[config.mk]
export PLATFORM = sky130hd
export DESIGN_NAME = mc_maindec
export DESIGN_NICKNAME = d
export VERILOG_FILES = /design/src/rtl/mc_maindec.sv
export SDC_FILE = /design/constraint.sdc
export NUM_CORES = 1
export LEC_CHECK = 0
export ABC_AREA = 1
export BUFFER_PORTS_ARGS = -buffer_cell sky130_fd_sc_hd__buf_2
export CORE_MARGIN = 2
export CORE_UTILIZATION = 25
export CTS_BUF_LIST = sky130_fd_sc_hd__clkbuf_8
export CTS_CLUSTER_DIAMETER = 40
export DETAILED_ROUTE_END_ITERATION = 12
export PLACE_DENSITY = 0.52
export SLEW_MARGIN = 20
export SYNTH_ARGS = -nofsm -noshare
export SYNTH_HDL_FRONTEND = slang
export SYNTH_SLANG_ARGS = --single-unit
[constraint.sdc]
create_clock -name clk -period 2.2 [get_ports clk]
set_input_delay 0.11 -clock clk [delete_from_list [all_inputs] [get_ports clk]]
set_output_delay 0.11 -clock clk [all_outputs]
set_load 0.1 [all_outputs]
[src/rtl/mc_maindec.sv]
// mc_maindec: multicycle main control FSM for the MIPS datapath.
// Each instruction is stepped through fetch/decode/execute/memory/writeback
// states that share one ALU and one memory port. mem_ready inserts wait
// states in FETCH, MEMRD and MEMWR.
// Optional feature macro: MC_BNE_EN adds the BNEEX state for opcode 000101.
// Without it, 000101 is an unknown opcode and the bne output stays 0.
// ILLEGAL_TRAP selects whether unknown opcodes halt (1) or act as a NOP (0).
module mc_maindec #(
  parameter int STATE_W      = 4,
  parameter bit ILLEGAL_TRAP = 1'b1
) (
  input  logic               clk,
  input  logic               reset,
  input  logic [5:0]         op,
  input  logic               mem_ready,
  output logic               pcwrite,
  output logic               branch,
  output logic               bne,
  output logic               iord,
  output logic               memwrite,
  output logic               irwrite,
  output logic               memtoreg,
  output logic               regdst,
  output logic               regwrite,
  output logic               alusrca,
  output logic [1:0]         alusrcb,
  output logic [1:0]         pcsrc,
  output logic [1:0]         aluop,
  output logic [STATE_W-1:0] state,
  output logic               illegal
);

  typedef enum logic [STATE_W-1:0] {
    S_FETCH   = STATE_W'(0),
    S_DECODE  = STATE_W'(1),
    S_MEMADR  = STATE_W'(2),
    S_MEMRD   = STATE_W'(3),
    S_MEMWB   = STATE_W'(4),
    S_MEMWR   = STATE_W'(5),
    S_RTYPEEX = STATE_W'(6),
    S_ALUWB   = STATE_W'(7),
    S_BEQEX   = STATE_W'(8),
    S_ADDIEX  = STATE_W'(9),
    S_ADDIWB  = STATE_W'(10),
    S_JEX     = STATE_W'(11),
    S_BNEEX   = STATE_W'(12),
    S_HALT    = STATE_W'(15)
  } state_t;

  state_t r_state;
  state_t w_next;
  // op is only valid during DECODE, so lw/sw is remembered for MEMADR.
  logic   r_is_sw;

  // State register with synchronous reset to FETCH.
  always_ff @(posedge clk) begin
    if (reset) begin
      r_state <= S_FETCH;
    end else begin
      r_state <= w_next;
    end
  end

  // Capture whether the memory instruction being decoded is a store.
  always_ff @(posedge clk) begin
    if (reset) begin
      r_is_sw <= 1'b0;
    end else if (r_state == S_DECODE) begin
      r_is_sw <= (op == 6'b101011);
    end
  end

  // Next-state logic; unused encodings fall back to FETCH.
  always_comb begin
    w_next = r_state;
    case (r_state)
      S_FETCH:   w_next = mem_ready ? S_DECODE : S_FETCH;
      S_DECODE: begin
        case (op)
          6'b100011, 6'b101011: w_next = S_MEMADR;
          6'b000000:            w_next = S_RTYPEEX;
          6'b000100:            w_next = S_BEQEX;
          6'b001000:            w_next = S_ADDIEX;
          6'b000010:            w_next = S_JEX;
`ifdef MC_BNE_EN
          6'b000101:            w_next = S_BNEEX;
`endif
          default:              w_next = ILLEGAL_TRAP ? S_HALT : S_FETCH;
        endcase
      end
      S_MEMADR:  w_next = r_is_sw ? S_MEMWR : S_MEMRD;
      S_MEMRD:   w_next = mem_ready ? S_MEMWB : S_MEMRD;
      S_MEMWR:   w_next = mem_ready ? S_FETCH : S_MEMWR;
      S_RTYPEEX: w_next = S_ALUWB;
      S_ADDIEX:  w_next = S_ADDIWB;
      S_MEMWB, S_ALUWB, S_ADDIWB, S_BEQEX, S_JEX: w_next = S_FETCH;
`ifdef MC_BNE_EN
      S_BNEEX:   w_next = S_FETCH;
`endif
      S_HALT:    w_next = S_HALT;
      default:   w_next = S_FETCH;
    endcase
  end

  // Moore outputs decoded from the current state; everything defaults to 0.
  always_comb begin
    pcwrite  = 1'b0;
    branch   = 1'b0;
    bne      = 1'b0;
    iord     = 1'b0;
    memwrite = 1'b0;
    irwrite  = 1'b0;
    memtoreg = 1'b0;
    regdst   = 1'b0;
    regwrite = 1'b0;
    alusrca  = 1'b0;
    alusrcb  = 2'b00;
    pcsrc    = 2'b00;
    aluop    = 2'b00;
    illegal  = 1'b0;
    case (r_state)
      S_FETCH: begin
        alusrcb = 2'b01;
        irwrite = mem_ready;
        pcwrite = mem_ready;
      end
      S_DECODE:  alusrcb = 2'b11;
      S_MEMADR: begin
        alusrca = 1'b1;
        alusrcb = 2'b10;
      end
      S_MEMRD:   iord = 1'b1;
      S_MEMWB: begin
        memtoreg = 1'b1;
        regwrite = 1'b1;
      end
      S_MEMWR: begin
        iord     = 1'b1;
        memwrite = 1'b1;
      end
      S_RTYPEEX: begin
        alusrca = 1'b1;
        aluop   = 2'b10;
      end
      S_ALUWB: begin
        regdst   = 1'b1;
        regwrite = 1'b1;
      end
      S_BEQEX: begin
        alusrca = 1'b1;
        aluop   = 2'b01;
        pcsrc   = 2'b01;
        branch  = 1'b1;
      end
      S_ADDIEX: begin
        alusrca = 1'b1;
        alusrcb = 2'b10;
      end
      S_ADDIWB:  regwrite = 1'b1;
      S_JEX: begin
        pcsrc   = 2'b10;
        pcwrite = 1'b1;
      end
`ifdef MC_BNE_EN
      S_BNEEX: begin
        alusrca = 1'b1;
        aluop   = 2'b01;
        pcsrc   = 2'b01;
        bne     = 1'b1;
      end
`endif
      S_HALT:    illegal = 1'b1;
      default: begin
        illegal = 1'b0;
      end
    endcase
  end

  assign state = r_state;

endmodule

==> qor.log, run 1 <==
INFO  min_path       min-delay-path-class=input pin to flip-flop
INFO  drt            vias=664
INFO  min_path       hold_path_startpoint=reset
INFO  placed_design  place.detailed.hpwl=1.26mm
INFO  layout         sequential_cell_area=113µm²
INFO  floorplan      chipWidth=50.7µm
INFO  layout         final_nets=136
INFO  timing         fin_skew=0.00211ns
INFO  placed_design  buffer_ports.inserted=28
INFO  drt            dr_iter_0_viols=5
INFO  clocking       postCtsSetupBuffers=0
INFO  critical_path  maximum_net_fanout_on_the_critical_path=6
INFO  critical_path  r2r_slack=1.01ns
INFO  critical_path  cp-endpoint=alusrcb[1]
INFO  timing         timing.final.crit_period=1.76ns
INFO  critical_path  critPathLaunch=state[3]$_SDFF_PP0_
INFO  synth          netlist-cell-type-count=20
INFO  layout         area_overhead_of_the_layout_relative_to_synthesis=46.8%
INFO  floorplan      start_util=0.272
INFO  layout         layout-drive-gt1-share=0.460
INFO  timing         post-route-period-util=0.800
INFO  clocking       cts_tree=built
INFO  floorplan      floorplan.core_area=2000µm²
INFO  clocking       cts_buffer_depth=2
INFO  drt            totalWireLength=1.42mm
INFO  clocking       root_cell_of_the_clock_tree=clkbuf_8
INFO  synth          ys_seq_area_frac=0.183
INFO  global_routing groute.usage.overall=0.120
INFO  global_routing first_global_vias=546
INFO  critical_path  worst_r2r_path_depth=5
INFO  critical_path  timing.critical_path.to_type=output pin
INFO  floorplan      die_h=50.7µm
INFO  layout         final_util=0.400
INFO  layout         multi_input_comb_area=398µm²
INFO  timing         hold_violations=0
INFO  timing         setup_viol=0
INFO  drt            drcViolationCount=0
INFO  timing         setup_tns=0ns
INFO  synth          postSynthNetCount=106
INFO  floorplan      die_area=2570µm²
INFO  timing         setup_repair_after_global_routing_missed_its_margin=no
INFO  critical_path  crit-reg2reg-capture=state[3]$_SDFF_PP0_
INFO  global_routing globalRouteMet2Util=0.200
INFO  floorplan      num_rows=16
INFO  critical_path  cp_data_arrival_time=1.65ns
INFO  critical_path  worst_setup_path_type=flip-flop to output pin
INFO  layout         antenna_cells=0
INFO  critical_path  worstSetupStartpointType=flip-flop
INFO  critical_path  worst_ep_required_time=2.09ns
INFO  clocking       ctsHoldBuffers=0
INFO  clocking       clock_insertion_delay_worst_skew=0.22ns
INFO  drt            antenna_violating_nets_post_route=0
INFO  synth          synth_area_per_cell=5.62µm²
INFO  global_routing grt_first_pass_wirelength=2.28mm
INFO  timing         max_clock_freq=0.568GHz
INFO  global_routing globalRouteMet1Util=0.145
INFO  timing         worst_slack=0.439ns
INFO  global_routing met3_track_usage_gr=0.0119
INFO  timing         report.final.slew_viol_count=0
INFO  synth          synthesis.yosys.warnings=0
INFO  clocking       path_clk_slew=0.04ns
INFO  clocking       ctsHtreeMaxLevel=1
INFO  placed_design  post-place-ws=0.659ns
INFO  drt            via_per_inst=4.34
INFO  placed_design  gp_congestion=0.812
INFO  critical_path  r2r_start=state[3]$_SDFF_PP0_
INFO  floorplan      num_io_pins=30
INFO  drt            first_pass_iters=3
INFO  global_routing antenna_found_initial=0
INFO  synth          netlist_instances=97
INFO  clocking       postCtsResizedCells=0
INFO  clocking       numCtsBuffers=3
INFO  status         run_status=completed
INFO  layout         filler_cell_count=225
INFO  flow_run       timing.max_cap.violations=0
INFO  drt            wire_length_per_cell_after_detailed_routing=9.25µm
INFO  clocking       cts.sinks=5
INFO  global_routing grt_max_degree=7
INFO  global_routing grt-ovfl-total=0
INFO  synth          synth.ff_latch_count=5
INFO  global_routing busiest_layer=met2
INFO  synth          cell_area_after_technology_mapping=546µm²
## layer usage
layer / up-vias / share of wire
met2: 23 / 0.49
met4: 0 / 0.015
met5: - / 0
met1: 278 / 0.43
li1: 360 / -
met3: 3 / 0.063
## cell families after synthesis
kind of cell / count (synthesis) / share of synthesized area
AOI/OAI and AO/OA: 16 / 0.174
buffers and inverters: 22 / 0.172
DFF: 5 / 0.183
other: 1 / 0.00687
and+or+nand+nor: 53 / 0.463
## stage by stage
stage / hold slack [ns] / instances / area (µm²)
2_1_floorplan: 0.169 / 97 / 604
3_3_place_gp: 0.343 / 149 / 756
3_5_place_dp: 0.328 / 149 / 756
4_1_cts: 0.0974 / 153 / 801
5_1_grt: 0.107 / 153 / 801
6_report: 0.106 / 153 / 801
## cell usage in the layout (no fill, tap or decap)
cell type,count
o21ai_0,1
o21ai_1,2
buf_2,28
inv_1,15
nor3_4,1
dfxtp_2,1
nor2_4,5
a31oi_1,1
nor2_1,15
nand2_4,1
o21ai_2,4
clkbuf_8,3
o211ai_1,1
nand2_1,13
nor2_2,5
o21a_1,1
dfxtp_4,3
dfxtp_1,1
conb_1,1
nand2_2,2
inv_2,5
nand3_1,11
o21bai_1,2
a21oi_1,4
## cell type report
cell class / count / share of cell area
Multi-Input combinational cell: 70 / 0.497
Timing Repair Buffer: 28 / 0.175
Sequential cell: 5 / 0.141
Inverter: 19 / 0.0891
Clock buffer: 3 / 0.0516
Tap cell: 27 / 0.0422
Clock inverter: 1 / 0.00469
## state kept, by name (all words and copies together) (netlist names)
name,cells
r_is_sw,1
state,4
## worst max-delay path: stages, from the launching register on
cell	delay, ns
dfxtp_4	0.34
nor2_2	0.24
inv_2	0.12
o21a_1	0.24
o21ai_2	0.06
buf_2	0.43
## synth_stat cells
library cell  instances  area share
inv_1                14       0.096
nor2_2                3       0.034
conb_1                1      0.0069
nand2_2               2       0.023
nor3_4                1       0.030
nand2_1              14       0.096
nand3_1              11        0.10
o21ai_2               1       0.016
o21a_1                1       0.014
dfxtp_1               5        0.18
a31oi_1               1       0.011
o211ai_1              1       0.014
nor2_1               20        0.14
buf_4                 3       0.041
o21ai_1               5       0.046
a21oi_1               4       0.037
inv_2                 5       0.034
o21ai_0               1      0.0092
o21bai_1              2       0.028
nor2_4                2       0.041
## how the worst min path moves through the flow
stage,to,slack (ns),cells past startpoint
global route,state[0]$_SDFF_PP0_,0.11,2
finish,state[0]$_SDFF_PP0_,0.11,2
detailed placement,state[1]$_SDFF_PP0_,0.33,2
CTS,state[1]$_SDFF_PP0_,0.1,2
global placement,state[0]$_SDFF_PP0_,0.34,2
floorplan,state[0]$_SDFF_PP0_,0.17,1
Power of run 1 is left out: the tool's default activity adds up to more than one toggle a clock period on the data nets, which glitch-free logic cannot reach.
==> run 2: changes to the inputs <==
PLACE_DENSITY = 0.54   (was 0.52)
clock period = 1.5 ns   (was 2.2 ns; I/O delays follow)
==> run 2 against run 1 <==
  * Sequential cell count unchanged
  * Non-clock buffer count grew 4
  * Worst hold slack got worse by 0.035 ns
  * Clock skew fell by 0.0011 ns
  * Sequential share of layout area fell by 3.8 points
  * Final cell count up 2.6%
  * Critical path type unchanged
  * Critical endpoint is now regwrite
==> qor.log, run 2 (synthesis gave the netlist of run 1 again) <==
INFO  critical_path  critPathLaunch=state[1]$_SDFF_PP0_
INFO  critical_path  worst_ep_required_time=1.42ns [-0.67 ns]
INFO  clocking       clock_insertion_delay_worst_skew=0.22ns [about the same]
INFO  clocking       path_clk_slew=0.03ns [about the same]
INFO  global_routing first_global_vias=692 [+27%]
INFO  floorplan      die_area=2570µm² [unchanged]
INFO  min_path       min-delay-path-class=input pin to flip-flop
INFO  global_routing met3_track_usage_gr=0.0357 [+0.0238]
INFO  clocking       ctsHoldBuffers=0 [unchanged]
INFO  critical_path  worst_setup_path_type=flip-flop to output pin
INFO  floorplan      num_rows=16 [unchanged]
INFO  drt            vias=712 [+7.2%]
INFO  drt            dr_iter_0_viols=6 [+1]
INFO  timing         hold_violations=0 [unchanged]
INFO  global_routing grt_first_pass_wirelength=2.82mm [+23%]
INFO  critical_path  r2r_slack=0.25ns [-0.76 ns]
INFO  placed_design  buffer_ports.inserted=28 [unchanged]
INFO  layout         layout-drive-gt1-share=0.538 [+0.0781]
INFO  layout         area_overhead_of_the_layout_relative_to_synthesis=106%
INFO  global_routing grt_max_degree=7 [unchanged]
INFO  placed_design  place.detailed.hpwl=1.42mm [+13%]
INFO  drt            via_per_inst=4.54 [+4.5%]
INFO  layout         final_nets=140 [+2.9%]
INFO  global_routing antenna_found_initial=0 [unchanged]
INFO  timing         post-route-period-util=0.954
INFO  placed_design  post-place-ws=0.158ns [-0.501 ns]
INFO  floorplan      die_h=50.7µm [unchanged]
INFO  critical_path  cp_data_arrival_time=1.36ns [-0.29 ns]
INFO  layout         commonest_non_fill_non_tap_cell_in_the_layout=buf_12
INFO  drt            totalWireLength=1.65mm [+17%]
INFO  global_routing globalRouteMet1Util=0.138 [-0.00766]
INFO  layout         antenna_cells=0 [unchanged]
INFO  timing         max_clock_freq=0.699GHz
INFO  drt            drcViolationCount=0 [unchanged]
INFO  status         run_status=completed
INFO  clocking       numCtsBuffers=3 [unchanged]
INFO  floorplan      chipWidth=50.7µm [unchanged]
INFO  clocking       ctsHtreeMaxLevel=1 [unchanged]
INFO  floorplan      floorplan.core_area=2000µm² [unchanged]
INFO  timing         report.final.slew_viol_count=0 [unchanged]
INFO  drt            wire_length_per_cell_after_detailed_routing=10.5µm [+14%]
INFO  global_routing grt-ovfl-total=0 [unchanged]
INFO  min_path       hold_path_startpoint=reset
INFO  timing         final.hold.worst_slack=0.0703ns [-0.0352 ns]
INFO  floorplan      start_util=0.272 [unchanged]
INFO  drt            first_pass_iters=3 [unchanged]
INFO  timing         timing.final.crit_period=1.43ns
INFO  drt            antenna_violating_nets_post_route=0 [unchanged]
INFO  timing         worst_slack=0.0684ns [-0.371 ns]
INFO  layout         most_frequent_cells_in_the_layout=buf_12, nand2_1, buf_2, nor2_1
INFO  global_routing busiest_layer=met2
INFO  critical_path  timing.critical_path.to_type=output pin
INFO  critical_path  r2r_start=state[2]$_SDFF_PP0_
INFO  clocking       cts_tree=built
INFO  timing         setup_repair_after_global_routing_missed_its_margin=no
INFO  timing         setup_viol=0 [unchanged]
INFO  flow_run       timing.max_cap.violations=0 [unchanged]
INFO  clocking       root_cell_of_the_clock_tree=clkbuf_8
INFO  floorplan      num_io_pins=30 [unchanged]
INFO  placed_design  gp_congestion=0.842 [+3.7%]
INFO  critical_path  maximum_net_fanout_on_the_critical_path=6 [unchanged]
INFO  global_routing globalRouteMet2Util=0.279 [+0.0789]
INFO  layout         largest_reg_flops=4 [unchanged]
INFO  global_routing groute.usage.overall=0.147 [+0.0265]
INFO  timing         fin_skew=0.000992ns [-0.00112 ns]
INFO  clocking       cts.sinks=5 [unchanged]
INFO  clocking       cts_buffer_depth=2 [unchanged]
INFO  critical_path  worstSetupStartpointType=flip-flop
==> run 2: layout make-up <==
class / count / area [µm²]
Multi-Input combinational cell: 70 / 442
Fill cell: 192 / 878
Inverter: 19 / 80.1
Timing Repair Buffer: 32 / 408
Sequential cell: 5 / 115
Clock inverter: 1 / 3.75
Clock buffer: 3 / 41.3
Tap cell: 27 / 33.8
==> run 2: worst paths after layout <==
path | endpoint | depth (start not counted)
worst max register to register | state[2]$_SDFF_PP0_ | 8
worst min register to register | r_is_sw$_SDFFE_PP0P_ | 2
worst max-delay path | regwrite | 6
worst min-delay path | state[1]$_SDFF_PP0_ | 2
==> run 2: worst max-delay path, stage by stage (launching register included) <==
cell and delay [ns]:
dfxtp_4 0.37, nor2_1 0.19, inv_2 0.10, nor2_4 0.14
nor2_1 0.08, o21ai_4 0.07, buf_12 0.19
==> run 2: layer usage <==
metal  share of wire  wire (µm)
met3           0.047         78
met5               0          0
met2            0.56        927
met4           0.013         21
met1            0.38        621
==> run 2: metrics by stage <==
stage                     instance area (µm²)  TNS [ns]  utilization  cells
final                                    1120         0        0.561    157
after global routing                     1120         0        0.561    157
after CTS                                1090         0        0.547    154
after detailed placement                 1020         0        0.511    149
after global placement                   1020         0        0.511    149
after floorplan                           671     -3.86            -     97
==> run 2: repair_timing <==
item	in CTS	in global routing
gates cloned	0	0
endpoints found under the setup margin	2	3
buffers inserted	1	3
gates resized for setup	2	3
pin swaps	1	1
Power of run 2 is left out for the same reason.
